[config.mk]
export PLATFORM = sky130hd
export DESIGN_NAME = seq_adder_flat
export DESIGN_NICKNAME = d
export VERILOG_FILES = /design/src/rtl/seq_adder_if.sv /design/src/rtl/seq_adder.sv /design/src/flat_wrapper.sv
export SDC_FILE = /design/constraint.sdc
export NUM_CORES = 1
export LEC_CHECK = 0
export ABC_AREA = 0
export CORE_MARGIN = 2
export CORE_UTILIZATION = 53
export CTS_BUF_LIST = sky130_fd_sc_hd__clkbuf_4 sky130_fd_sc_hd__clkbuf_8
export DETAILED_ROUTE_END_ITERATION = 12
export PLACE_DENSITY_LB_ADDON = 0.2
export SLEW_MARGIN = 20
export SYNTH_ARGS = -nofsm -noshare
export SYNTH_HDL_FRONTEND = slang
export SYNTH_SLANG_ARGS = --single-unit
[constraint.sdc]
create_clock -name clk -period 3.9 [get_ports clk]
set_input_delay 0.78 -clock clk [delete_from_list [all_inputs] [get_ports clk]]
set_output_delay 0.78 -clock clk [all_outputs]
set_load 0.02 [all_outputs]
[src/rtl/seq_adder_if.sv]
// seq_adder_if: start/busy/done handshake, operands and result of seq_adder.
// The sub signal exists only when SEQ_ADDER_SUB_EN is defined.
interface seq_adder_if #(
    parameter int WIDTH = 16
);
    logic             start;
    logic [WIDTH-1:0] A;
    logic [WIDTH-1:0] B;
    logic             Cin;
`ifdef SEQ_ADDER_SUB_EN
    logic             sub;
`endif
    logic             busy;
    logic             done;
    logic [WIDTH-1:0] Sum;
    logic             Cout;
    logic             ovf;

`ifdef SEQ_ADDER_SUB_EN
    modport master (output start, A, B, Cin, sub, input busy, done, Sum, Cout, ovf);
    modport slave  (input start, A, B, Cin, sub, output busy, done, Sum, Cout, ovf);
`else
    modport master (output start, A, B, Cin, input busy, done, Sum, Cout, ovf);
    modport slave  (input start, A, B, Cin, output busy, done, Sum, Cout, ovf);
`endif
endinterface

[src/rtl/seq_adder.sv]
// seq_adder: multi-cycle ripple adder, one CHUNK-bit slice per clock with the
// inter-slice carry held in a register. IDLE -> RUN (STEPS cycles) -> DONE.
// Optional subtract mode is enabled by defining SEQ_ADDER_SUB_EN.
// WIDTH must be an integer multiple of CHUNK.
module seq_adder #(
    parameter int WIDTH = 16,
    parameter int CHUNK = 4
) (
    input  logic         clk,
    input  logic         rst,
    seq_adder_if.slave   bus
);
    localparam int STEPS = WIDTH / CHUNK;
    localparam int KW    = (STEPS > 1) ? $clog2(STEPS) : 1;

    typedef enum logic [1:0] {S_IDLE, S_RUN, S_DONE} state_t;

    state_t           state_q, state_d;
    logic [KW-1:0]    k_q, k_d;
    logic [WIDTH-1:0] a_q, a_d, b_q, b_d, acc_q, acc_d, sum_q, sum_d;
    logic             carry_q, carry_d, cout_q, cout_d, ovf_q, ovf_d;

    logic [WIDTH-1:0] b_in;
    logic             cin_in;
    logic [CHUNK-1:0] a_sl, b_sl;
    logic [CHUNK:0]   sl_sum;
    logic [WIDTH-1:0] sl_wide, sl_mask;
    logic             msb_cin, last;
    int               idx;

    // Subtract is A + ~B + ~Cin, so inversion is applied once at acceptance.
`ifdef SEQ_ADDER_SUB_EN
    assign b_in   = bus.sub ? ~bus.B : bus.B;
    assign cin_in = bus.sub ^ bus.Cin;
`else
    assign b_in   = bus.B;
    assign cin_in = bus.Cin;
`endif

    // Slice k adder and the carry into the operand MSB (meaningful on the last slice).
    always_comb begin
        idx     = CHUNK * int'(k_q);
        a_sl    = CHUNK'(a_q >> idx);
        b_sl    = CHUNK'(b_q >> idx);
        sl_sum  = {1'b0, a_sl} + {1'b0, b_sl} + {{CHUNK{1'b0}}, carry_q};
        msb_cin = sl_sum[CHUNK-1] ^ a_sl[CHUNK-1] ^ b_sl[CHUNK-1];
        last    = (k_q == KW'(STEPS - 1));
        sl_wide = '0;
        sl_wide[CHUNK-1:0] = sl_sum[CHUNK-1:0];
        sl_mask = '0;
        sl_mask[CHUNK-1:0] = '1;
    end

    // Next-state and datapath updates; outputs are only written on RUN->DONE.
    always_comb begin
        state_d = state_q;
        k_d     = k_q;
        a_d     = a_q;
        b_d     = b_q;
        acc_d   = acc_q;
        carry_d = carry_q;
        sum_d   = sum_q;
        cout_d  = cout_q;
        ovf_d   = ovf_q;
        case (state_q)
            S_IDLE, S_DONE: begin
                if (bus.start) begin
                    a_d     = bus.A;
                    b_d     = b_in;
                    carry_d = cin_in;
                    k_d     = '0;
                    state_d = S_RUN;
                end else begin
                    state_d = S_IDLE;
                end
            end
            S_RUN: begin
                acc_d   = (acc_q & ~(sl_mask << idx)) | (sl_wide << idx);
                carry_d = sl_sum[CHUNK];
                k_d     = k_q + KW'(1);
                if (last) begin
                    sum_d   = acc_d;
                    cout_d  = sl_sum[CHUNK];
                    ovf_d   = msb_cin ^ sl_sum[CHUNK];
                    k_d     = '0;
                    state_d = S_DONE;
                end
            end
            default: state_d = S_IDLE;
        endcase
    end

    // State register; reset wins over start and aborts any operation in flight.
    always_ff @(posedge clk) begin
        if (rst) begin
            state_q <= S_IDLE;
            k_q     <= '0;
            a_q     <= '0;
            b_q     <= '0;
            acc_q   <= '0;
            carry_q <= 1'b0;
            sum_q   <= '0;
            cout_q  <= 1'b0;
            ovf_q   <= 1'b0;
        end else begin
            state_q <= state_d;
            k_q     <= k_d;
            a_q     <= a_d;
            b_q     <= b_d;
            acc_q   <= acc_d;
            carry_q <= carry_d;
            sum_q   <= sum_d;
            cout_q  <= cout_d;
            ovf_q   <= ovf_d;
        end
    end

    assign bus.busy = (state_q == S_RUN);
    assign bus.done = (state_q == S_DONE);
    assign bus.Sum  = sum_q;
    assign bus.Cout = cout_q;
    assign bus.ovf  = ovf_q;
endmodule

[src/flat_wrapper.sv]
// flat-port wrapper written by rule: the top's interface ports become plain ports
module seq_adder_flat 
#(
    parameter int WIDTH = 16,
    parameter int CHUNK = 4
)
  (clk, rst, bus_start, bus_A, bus_B, bus_Cin, bus_busy, bus_done, bus_Sum, bus_Cout, bus_ovf);
  seq_adder_if #(.WIDTH(WIDTH)) bus_i ();
  input  logic clk;
  input  logic rst;
  input wire logic [$bits(bus_i.start)-1:0] bus_start;
  input wire logic [$bits(bus_i.A)-1:0] bus_A;
  input wire logic [$bits(bus_i.B)-1:0] bus_B;
  input wire logic [$bits(bus_i.Cin)-1:0] bus_Cin;
  output wire logic [$bits(bus_i.busy)-1:0] bus_busy;
  output wire logic [$bits(bus_i.done)-1:0] bus_done;
  output wire logic [$bits(bus_i.Sum)-1:0] bus_Sum;
  output wire logic [$bits(bus_i.Cout)-1:0] bus_Cout;
  output wire logic [$bits(bus_i.ovf)-1:0] bus_ovf;
  assign bus_i.start = bus_start;
  assign bus_i.A = bus_A;
  assign bus_i.B = bus_B;
  assign bus_i.Cin = bus_Cin;
  assign bus_busy = bus_i.busy;
  assign bus_done = bus_i.done;
  assign bus_Sum = bus_i.Sum;
  assign bus_Cout = bus_i.Cout;
  assign bus_ovf = bus_i.ovf;
  seq_adder #(.WIDTH(WIDTH), .CHUNK(CHUNK)) u_core (.clk(clk), .rst(rst), .bus(bus_i));
endmodule
# Yosys cells after proc, flatten, opt, wreduce, memory -nomap -nowiden
# Cells that the tools add are included.
[totals]
ff_bits = 71
latch_bits = 0
ram_bits = 0
rom_bits = 0
in_bits = 36
n_memories = 0
[op_classes]
addsub = 3
mul = 0
div = 0
n_lt_le_gt_ge = 0
n_eq_ne = 5
shift = 4
n_mux = 8
n_bitwise = 6
n_reduce_logical = 6
[op_table]
columns = ["operator", "count"]
rows = [
  ["$shr 16x4->4", 2],
  ["$and 16x16->16", 1],
  ["$not 16->16", 1],
  ["$or 16x16->16", 1],
  ["$shl 4x4->16", 1],
  ["$shl 4x4->16 const A", 1],
  ["$pmux 2 s2", 2],
  ["$mux 2", 3],
  ["$reduce_and 2->1", 3],
  ["$add 4x4->5", 1],
  ["$add 5x1->5", 1],
  ["$eq 2x2->1 const B", 2],
  ["$xor 1x1->1", 3],
  ["$add 2x1->2 const B", 1],
  ["$eq 2x1->1 const B", 1],
  ["$logic_not 2->1", 1],
  ["$mux 1", 2],
  ["$ne 2x1->1 const B", 1],
  ["$ne 2x2->1 const B", 1],
  ["$pmux 1 s2", 1],
  ["$reduce_bool 2->1", 1],
  ["$reduce_or 2->1", 1],
]

# Depth between registers and ports, before layout
# Gate-level depths: netlist of the first run.
[depth]
depth_word = 6
mapped_depth = 10
ltp_nobuf = 8

# Least setup slack after synthesis of the first run
# OpenSTA, ideal clock, no wires.
[synth_timing]
kind = "reg2reg"
from = "register u_core.k_q[1]"
to = "register u_core.ovf_q (netlist: u_core.bus.ovf)"
setup_ps = 79
arrival_ps = 3027
t_required_ps = 3821
setup_slack_ps = 793
path_stages_with_launch = 11
n_path_buf = 2
path_cell_list = "dfxtp_1 > clkbuf_1 > clkbuf_1 > mux4_1 > fa_1 > fa_1 > a21o_1 > a21oi_1 > xnor3_1 > xnor2_1 > a211oi_2"
[synth_via]
elab_chain_cells = 6
word_cells_on_any_way = 9
classes_between = "2 x add/sub; 1 x eq/ne; 2 x shift; 3 x bitwise; 1 x reduce/logical"
[synth_lines]
columns = ["element", "line", "text"]
rows = [
  ["start: declaration", "seq_adder.sv:19", "logic [KW-1:0] k_q, k_d;"],
  ["start signal: assignment", "seq_adder.sv:107", "k_q <= k_d;"],
  ["$shr 16x4->4, on equally long branches", "seq_adder.sv:43, seq_adder.sv:44", ""],
  ["$add 4x4->5", "seq_adder.sv:45", "sl_sum = {1'b0, a_sl} + {1'b0, b_sl} + {{CHUNK{1'b0}}, carry_q};"],
  ["$add 5x1->5", "seq_adder.sv:45", ""],
  ["$xor 1x1->1 (2 in series)", "seq_adder.sv:46", "msb_cin = sl_sum[CHUNK-1] ^ a_sl[CHUNK-1] ^ b_sl[CHUNK-1];"],
  ["$xor 1x1->1", "seq_adder.sv:84", "ovf_d = msb_cin ^ sl_sum[CHUNK];"],
  ["end signal: assignment", "seq_adder.sv:114", "ovf_q <= ovf_d;"],
  ["end: declaration", "seq_adder.sv:21", "logic carry_q, carry_d, cout_q, cout_d, ovf_q, ovf_d;"],
]
# Several ways; a longest one is shown, not always the timed one.
# A chain may end at the register's enable or synchronous reset.

# Worst setup path in the final report of the first run
[layout_timing]
from = "register u_core.k_q[0]"
to = "register u_core.ovf_q (netlist: u_core.bus.ovf)"
# Same word-level chain as after synthesis.

==> summary.txt, run 1 <==
Outcome
  • Outcome: finished clean

Timing
  • Fmax: 312 MHz
  • Unrepaired setup endpoints after global routing: no
  • Period utilization: 82.1%
  • Setup TNS: 0 ps
  • Tmin final: 3200 ps
  • Setup ws final: 697 ps
  • Final Hold Vio Count: 0
  • Hold_ws: 450 ps
  • Max-slew headroom: 35.5%
  • Worst-Margin Slew: 967 ps
  • Max Slew Vio Count: 0
  • Final setup vio count: 0
  • Final setup skew: 9.66 ps

Final layout
  • Commonest cells after routing, fill and taps aside: nand2_1, dfxtp_1, clkdlybuf4s50_1
  • Number of fill cells: 422
  • Diodes inserted: 0
  • Fin nets: 410
  • Final Instance Area: 0.00359 mm^2
  • Layout cells sized above 1: 8.40%
  • Most common cell after layout, fill and taps aside: nand2_1
  • Synth-to-Final Area Change: 26.2%

Yosys
  • Distinct cells, synth: 28
  • Compound-cell area share of the yosys netlist: 17.8%
  • Synthesized area: 0.00285 mm^2
  • Syn Area/Cell: 8.87 um^2
  • Largest family of logic cells by synthesized area: compound AO/OA/AOI/OAI gates
  • Xor/xnor share of the synthesized area: 2.37%
  • Mux contribution to synthesized area: 6.59%
  • Simple-gate share of the synthesized area: 17.0%
  • Synth Net Count: 366
  • Post-synthesis instance total: 321
  • Syn. warnings: 0
  • #FFs+latches synth: 67
  • Sequential share of the synthesized area: 47.1%
  • Area share of fa/ha/maj cells after synthesis: 4.48%

CTS
  • Post-CTS resize count: 0
  • CTS buffer count: 9
  • Clock Latency Late Sink: 340 ps
  • # H-tree levels: 3
  • CTS sink count: 67
  • Clock Tree Root: clkbuf_8
  • CTS Buffer Depth: 2
  • Worst-path clk slew: 70 ps
  • Cts hold-fix bufs: 0
  • CTS tree: built
  • Post-CTS Setup Inserts: 0

Critical path
  • R2r setup slk: 700 ps
  • FF-to-FF End: u_core.bus.ovf$_SDFFE_PP0P_
  • Worst EP arrival: 3390 ps
  • Crit Path Max Fanout: 6
  • Worst path buffer plus inverter count: 0
  • Crit-path most repeated cell: fa_1
  • Worst setup SP type: flip-flop
  • Critical path class: flip-flop to flip-flop
  • Worst r2r src: u_core.k_q[0]$_SDFFE_PP0P_
  • Top delay family on crit path: adder cells
  • Stages on worst setup path: 8
  • Required time worst endpoint: 4080 ps
  • Ordered list of cells on the worst path: mux4_1 > fa_1 > fa_1 > a21o_1 > a21oi_1 > xnor3_1 > xnor2_1 > a211oi_2
  • Slowest-stage cell, CP: mux4_1
  • Worst setup path start: u_core.k_q[0]$_SDFFE_PP0P_
  • Max incr delay on CP: 650 ps
  • R2R cell count: 8
  • Critical Path End Type: flip-flop

Power and ir drop
  • Leakage power: 0.00134 uW
  • Power per cell area: 402 mW/mm^2
  • VDD IR max: 0.334 mV

Floorplan
  • Die span in y: 77.3 um
  • Die area: 0.00597 mm^2
  • Core area: 0.00514 mm^2
  • # IOs: 56
  • Initial Utilization: 55.4%
  • Die Wd: 77.3 um
  • Rows: 26

Global routing
  • GRT busiest layer: met2
  • Grt met1 use: 29.0%
  • Grt met2 use: 35.7%
  • Total global-route track usage: 22.4%
  • Total congestion overflow: 0
  • First-pass GRT wire length: 10.4 mm
  • Largest net degree at the start of global routing: 41
  • GR Util met3: 6.12%
  • Initial antenna violation count: 0
  • Vias in the first global route: 2,236

Detailed routing
  • Post-route ant nets: 0
  • Vias: 2,339
  • Routed len/inst: 13.7 um
  • Number of remaining DRC errors: 0
  • Routed Wire Length: 6.01 mm
  • Router iterations before antenna repair: 4
  • Initial drt markers: 123
  • Vias per std cell: 5.33

Placed design
  • GPL Wtd Cong: 0.857
  • I/O Buffers: 55
  • Post-placement cell area: 0.00342 mm^2
  • Worst slack, placed: 729 ps
  • Post-DP HPWL: 4.16 mm

Min path
  • Hold Path Origin: u_core.bus.Sum[13]$_SDFFE_PP0P_
  • Hold WC Path Type: flip-flop to flip-flop
  • Min-Delay Path Depth: 2
  • Hold EP: u_core.bus.Sum[13]$_SDFFE_PP0P_

Job
  • Max capacitance violation total: 0
## cell type report
class	instances	area, um^2	share of cell area [%]
tap	70	87.6	2.44
sequential	67	1340	37.3
multi-input combinational	221	1380	38.4
clock buffer	12	153	4.25
timing repair buffer	60	596	16.6
inverter	6	22.5	0.627
clock inverter	3	15.0	0.418
## worst reg2reg max path, stage by stage, from the launching register on
cell	delay (ps)
dfxtp_1	490
mux4_1	650
fa_1	460
fa_1	440
a21o_1	180
a21oi_1	270
xnor3_1	290
xnor2_1	200
a211oi_2	90
## flip-flops by register name, indices dropped and copies added (netlist names)
signal	count
u_core.bus.Sum	16
u_core.a_q	16
u_core.carry_q	1
u_core.acc_q	12
u_core.state_q	2
u_core.b_q	16
u_core.bus.Cout	1
u_core.bus.ovf	1
u_core.k_q	2
## metrics by stage
stage	instances	util (%)	power, uW
floorplan	321	-	891
global placement	423	66.2	959
detailed placement	424	66.6	966
CTS	439	69.9	1460
global route	439	69.9	1520
finish	439	69.9	1450
## power by group
part / switching (uW) / internal, uW
clock: 238 / 255
combinational: 114 / 101
sequential: 20.0 / 717
total: 372 / 1070
## worst max-delay path by stage
stage,endpoint
2_1_floorplan,u_core.bus.ovf$_SDFFE_PP0P_
3_3_place_gp,u_core.bus.ovf$_SDFFE_PP0P_
3_5_place_dp,u_core.bus.ovf$_SDFFE_PP0P_
4_1_cts,u_core.bus.ovf$_SDFFE_PP0P_
5_1_grt,u_core.bus.ovf$_SDFFE_PP0P_
6_report,u_core.bus.ovf$_SDFFE_PP0P_
## routing by layer
layer | part of all wire [%] | routed length, um
met1 | 47 | 2820
met2 | 48 | 2890
met3 | 3.9 | 235
met4 | 1.0 | 61
met5 | 0 | 0
## synth_stat cells (all sizes together)
cell    instances  area (um^2)
nor2b           3         18.8
xnor3           1         22.5
buf             2         15.0
a32oi           3         26.3
xnor2           2         36.3
o21ai           1         5.00
and2            1         6.26
nor2           35          131
ha              7         87.6
nor3            4         20.0
nand2b          2         12.5
nand4           4         25.0
a22oi          10         75.1
a21oi          39          195
clkbuf         25         93.8
nand2          72          270
a221oi          4         35.0
mux4            8          188
a211oi         20          155
xor2            1         8.76
fa              2         40.0
dfxtp          67         1340
a21o            2         15.0
inv             6         22.5
## cells by family (layout without fill, tap and decap cells)
family	Yosys count	in the layout
AO/OA/AOI/OAI	79	79
XOR/XNOR	4	4
adder cells (fa/ha/maj)	9	9
buffers and inverters	33	81
flip-flops	67	67
multiplexers	8	8
AND/OR/NAND/NOR	121	121
(Power assumes the default switching activity.)
==> inputs of run 2 (changes only) <==
==> constraint.sdc (replaced) <==
create_clock -name clk -period 3.15 [get_ports clk]
set_input_delay 0.63 -clock clk [delete_from_list [all_inputs] [get_ports clk]]
set_output_delay 0.63 -clock clk [all_outputs]
set_load 0.02 [all_outputs]
==> run 2 against run 1 <==
Sequential power grew 23%; global-route usage shrank 0.54 points; sequential share of layout area shrank 0.80 points; count of clock-buffer cells in the layout is the same; flip-flop and latch count is the same; clock power grew 65%; combinational power grew 26%; power grew 38%; first-iteration DRC count grew 38%; critical path type unchanged; highest routed layer unchanged.
==> summary.txt, run 2 (synthesized netlist as in run 1, its figures left out) <==
Outcome
  • Outcome: finished clean

Timing
  • Worst-Margin Slew: 571 ps
  • Final setup skew: 9.57 ps
  • Final Hold Vio Count: 0
  • Unrepaired setup endpoints after global routing: no
  • Tmin final: 3060 ps
  • Final setup vio count: 0
  • Max-slew headroom: 61.9%
  • Hold_ws: 451 ps
  • Fmax: 327 MHz
  • Max Slew Vio Count: 0
  • Period utilization: 97.1%
  • Setup TNS: 0 ps

Floorplan
  • Initial Utilization: 55.4%
  • Die area: 0.00597 mm^2
  • # IOs: 56
  • Core area: 0.00514 mm^2
  • Die span in y: 77.3 um
  • Die Wd: 77.3 um
  • Rows: 26

Global routing
  • Vias in the first global route: 2,298
  • Largest net degree at the start of global routing: 34
  • First-pass GRT wire length: 10.3 mm
  • Total congestion overflow: 0
  • Total global-route track usage: 21.8%
  • Initial antenna violation count: 0

Final layout
  • Layout cells sized above 1: 9.36%
  • Final core occ: 71.4%
  • Diodes inserted: 0
  • Fin cells: 444
  • Most common cell after layout, fill and taps aside: nand2_1
  • Fin nets: 414
  • Synth-to-Final Area Change: 29.0%
  • Commonest cells after routing, fill and taps aside: nand2_1, dfxtp_1, clkdlybuf4s50_1

Placed design
  • Inst Count DP: 428
  • I/O Buffers: 55
  • GPL Wtd Cong: 0.811
  • Post-DP HPWL: 4.34 mm

Power and ir drop
  • Leakage power: 0.00138 uW
  • VDD IR max: 0.320 mV
  • Power per cell area: 543 mW/mm^2

Critical path
  • Critical path class: flip-flop to flip-flop
  • Worst setup SP type: flip-flop
  • Crit-path most repeated cell: fa_1
  • Worst EP arrival: 3320 ps
  • Crit Path Max Fanout: 4
  • Critical Path End Type: flip-flop
  • Slowest-stage cell, CP: mux4_1
  • Max incr delay on CP: 600 ps
  • Required time worst endpoint: 3410 ps
  • Ordered list of cells on the worst path: mux4_1 > fa_1 > fa_1 > a21o_1 > a21oi_1 > xnor3_1 > xnor2_1 > a211oi_2

CTS
  • Cts hold-fix bufs: 0
  • Clock Tree Root: clkbuf_8
  • # H-tree levels: 3
  • CTS tree: built
  • CTS sink count: 67
  • Post-CTS resize count: 0
  • CTS Buffer Depth: 2
  • Clock Latency Late Sink: 340 ps
  • Worst-path clk slew: 70 ps
  • Post-CTS Setup Inserts: 0
  • CTS buffer count: 9

Detailed routing
  • Vias: 2,381
  • Routed Wire Length: 6.05 mm
  • Post-route ant nets: 0
  • Initial drt markers: 170
  • Routed len/inst: 13.6 um
  • Router iterations before antenna repair: 4
  • Number of remaining DRC errors: 0
  • Vias per std cell: 5.36

Job
  • Max capacitance violation total: 0

Min path
  • Hold WC Path Type: flip-flop to flip-flop
-- run 2: critical path, delay by kind of cell, from the launching register on --
family | cells | cell delay [ps]
xor gates and xnor gates | 2 | 440
adders and majority gates | 2 | 860
muxes | 1 | 600
AOI/OAI and AO/OA | 3 | 670
DFF | 1 | 390
-- run 2: power by group --
| group | internal (uW) | switching (uW) | total, uW |
|---|---|---|---|
| registers | 887 | 21.9 | 909 |
| clock network | 497 | 319 | 815 |
| logic | 127 | 143 | 270 |
| total | 1510 | 484 | 1990 |
-- run 2: area by class of cell --
class	count	area, um^2
Multi-Input combinational cell	221	1380
Timing Repair Buffer	64	613
Clock buffer	12	159
Tap cell	70	87.6
Fill cell	413	1470
Clock inverter	4	72.6
Sequential cell	67	1340
Inverter	6	22.5
-- run 2: stage by stage --
| step | area, um^2 | setup WS, ps | total power [uW] |
|---|---|---|---|
| after detailed placement | 3440 | 106 | 1200 |
| final | 3670 | 92.8 | 1990 |
| after CTS | 3670 | 81.5 | 2000 |
| after floorplan | 2850 | 43.5 | 1100 |
| after global placement | 3440 | 236 | 1190 |
| after global routing | 3670 | 1.48 | 2070 |
-- run 2: final timing paths --
path                          startpoint                     endpoint  slack (ps)  cells past startpoint
max           u_core.k_q[0]$_SDFFE_PP0P_  u_core.bus.ovf$_SDFFE_PP0P_          90                      8
min          u_core.a_q[13]$_SDFFE_PP0P_  u_core.a_q[13]$_SDFFE_PP0P_         450                      2
max reg2reg   u_core.k_q[0]$_SDFFE_PP0P_  u_core.bus.ovf$_SDFFE_PP0P_          90                      8
min reg2reg  u_core.a_q[13]$_SDFFE_PP0P_  u_core.a_q[13]$_SDFFE_PP0P_         450                      2
-- run 2: metal layers --
metal	routed length (um)	track usage (%)	vias up	part of all wire, %
met1	2630	26.3	1102	43
met4	113	12.0	0	1.9
met3	225	4.59	10	3.7
met5	0	0	-	0
li1	-	-	1210	-
met2	3080	36.3	59	51
==> inputs of run 3 (changes only) <==
--- a/config.mk
+++ b/config.mk
@@ -6,7 +6,7 @@
 export NUM_CORES = 1
 export LEC_CHECK = 0
 export ABC_AREA = 0
-export CORE_MARGIN = 2
+export CORE_MARGIN = 5
 export CORE_UTILIZATION = 53
 export CTS_BUF_LIST = sky130_fd_sc_hd__clkbuf_4 sky130_fd_sc_hd__clkbuf_8
 export DETAILED_ROUTE_END_ITERATION = 12
==> run 3 against run 2 <==
Global-route usage is 2.7 points lower; clock power is 5.5% lower; combinational power hardly changed; worst setup slack better by 95 ps; core utilization is 0.81 points lower; flip-flop and latch count stayed put; cell count is 0.23% lower; via count is 1.8% higher; critical path type unchanged; critical endpoint unchanged; largest cell class unchanged.
==> summary.txt, run 3 (synthesized netlist as in run 1, its figures left out) <==
Final layout
  • Fin nets: 413
  • Layout cells sized above 1: 9.38%
  • Final core occ: 70.6%
  • Synth-to-Final Area Change: 28.4%
  • Number of fill cells: 392
  • Final Instance Area: 0.00365 mm^2
  • Most common cell after layout, fill and taps aside: nand2_1
  • Commonest cells after routing, fill and taps aside: nand2_1, dfxtp_1, clkdlybuf4s50_1
  • Diodes inserted: 0

Critical path
  • Worst setup SP type: flip-flop
  • Crit Path Max Fanout: 4
  • R2r setup slk: 190 ps
  • FF-to-FF End: u_core.bus.ovf$_SDFFE_PP0P_
  • Worst EP arrival: 3230 ps
  • Worst r2r src: u_core.k_q[0]$_SDFFE_PP0P_
  • Critical path class: flip-flop to flip-flop
  • Critical Path End Type: flip-flop
  • R2R cell count: 8
  • Required time worst endpoint: 3420 ps

Power and ir drop
  • Leakage power: 0.00137 uW
  • Sw frac: 25.4%
  • Power per cell area: 534 mW/mm^2
  • Seq pwr share: 46.6%
  • Int Pwr: 1460 uW
  • Psw: 495 uW
  • Comb pwr share: 14.0%
  • VDD IR max: 0.293 mV
  • Clock power frac: 39.5%

Global routing
  • First-pass GRT wire length: 10.8 mm
  • Vias in the first global route: 2,351
  • Initial antenna violation count: 0
  • Largest net degree at the start of global routing: 47
  • Total global-route track usage: 19.1%
  • Total congestion overflow: 0

CTS
  • CTS tree: built
  • Cts hold-fix bufs: 0
  • CTS Buffer Depth: 2
  • CTS buffer count: 9
  • Post-CTS resize count: 0
  • Post-CTS Setup Inserts: 0
  • Clock Tree Root: clkbuf_8
  • # H-tree levels: 3
  • Clock Latency Late Sink: 340 ps
  • Worst-path clk slew: 70 ps
  • CTS sink count: 67

Timing
  • Max Slew Vio Count: 0
  • Final setup skew: 9.07 ps
  • Tmin final: 2960 ps
  • Worst-Margin Slew: 690 ps
  • Unrepaired setup endpoints after global routing: no
  • Setup TNS: 0 ps
  • Period utilization: 94.0%
  • Fmax: 338 MHz
  • Hold_ws: 451 ps
  • Max-slew headroom: 54.0%
  • Final setup vio count: 0
  • Final Hold Vio Count: 0

Placed design
  • GPL Wtd Cong: 0.812
  • I/O Buffers: 55
  • Post-placement cell area: 0.00343 mm^2
  • Post-DP HPWL: 4.44 mm

Min path
  • Hold Path Origin: u_core.a_q[0]$_SDFFE_PP0P_
  • Min-Delay Path Depth: 2
  • Hold WC Path Type: flip-flop to flip-flop
  • Hold EP: u_core.a_q[0]$_SDFFE_PP0P_

Detailed routing
  • Routed Wire Length: 6.42 mm
  • Initial drt markers: 170
  • Post-route ant nets: 0
  • Vias: 2,423
  • Router iterations before antenna repair: 4
  • Number of remaining DRC errors: 0
  • Routed len/inst: 14.5 um
  • Vias per std cell: 5.47

Job
  • Max capacitance violation total: 0

Floorplan
  • Die Wd: 83.3 um
  • Die span in y: 83.3 um
  • # IOs: 56
  • Rows: 26
  • Initial Utilization: 55.0%
  • Core area: 0.00517 mm^2
  • Die area: 0.00694 mm^2

Outcome
  • Outcome: finished clean
run 3: changes by cell type in the layout (fill, tap and decap cells not counted), sizes merged:
cell,previous run,this run
clkinv,1,5
clkbuf,12,9
buf,10,9
clkinvlp,1,0
run 3: layer usage:
metal | global-route usage, % | vias to the layer above | wire (um)
met4 | 11.1 | 0 | 145
met2 | 32.9 | 64 | 3300
met1 | 21.9 | 1143 | 2640
li1 | - | 1203 | -
met5 | 0 | - | 0
met3 | 3.96 | 13 | 337
run 3: power by group through the flow:
stage | combinational [uW] | clock, uW | sequential (uW)
6_report | 273 | 770 | 909
5_1_grt | 298 | 835 | 914
4_1_cts | 273 | 785 | 909
3_5_place_dp | 269 | 0 | 928
3_3_place_gp | 263 | 0 | 926
2_1_floorplan | 181 | 0 | 922
run 3: worst max path at each step:
stage / to / start / slack (ps) / cells past startpoint
after floorplan: u_core.bus.ovf$_SDFFE_PP0P_ / u_core.k_q[1]$_SDFFE_PP0P_ / 40 / 10
after global placement: u_core.bus.ovf$_SDFFE_PP0P_ / u_core.k_q[0]$_SDFFE_PP0P_ / 240 / 8
after detailed placement: u_core.bus.ovf$_SDFFE_PP0P_ / u_core.k_q[0]$_SDFFE_PP0P_ / 130 / 8
after CTS: u_core.bus.ovf$_SDFFE_PP0P_ / u_core.k_q[0]$_SDFFE_PP0P_ / 100 / 8
after global routing: u_core.bus.ovf$_SDFFE_PP0P_ / u_core.k_q[0]$_SDFFE_PP0P_ / 60 / 8
final: u_core.bus.ovf$_SDFFE_PP0P_ / u_core.k_q[0]$_SDFFE_PP0P_ / 190 / 8
run 3: final cells by class:
type	count	area (um^2)	share of cell area, %
Tap cell	70	87.6	2.40
Inverter	6	22.5	0.616
Timing Repair Buffer	63	606	16.6
Multi-Input combinational cell	221	1380	37.8
Sequential cell	67	1340	36.7
Clock inverter	7	92.6	2.53
Clock buffer	9	124	3.39
run 3: per-stage QoR:
step | setup slack, ps | power (uW) | instances
final | 187 | 1950 | 443
after global routing | 60.1 | 2050 | 443
after CTS | 101 | 1970 | 443
after detailed placement | 128 | 1200 | 427
after global placement | 239 | 1190 | 427
after floorplan | 43.5 | 1100 | 321
run 3: critical path: stages (launching register included):
cell      delay, ps
dfxtp_1         410
mux4_1          600
fa_1            450
fa_1            420
a21o_1          180
a21oi_2         200
xnor3_1         270
xnor2_1         150
a211oi_2        210
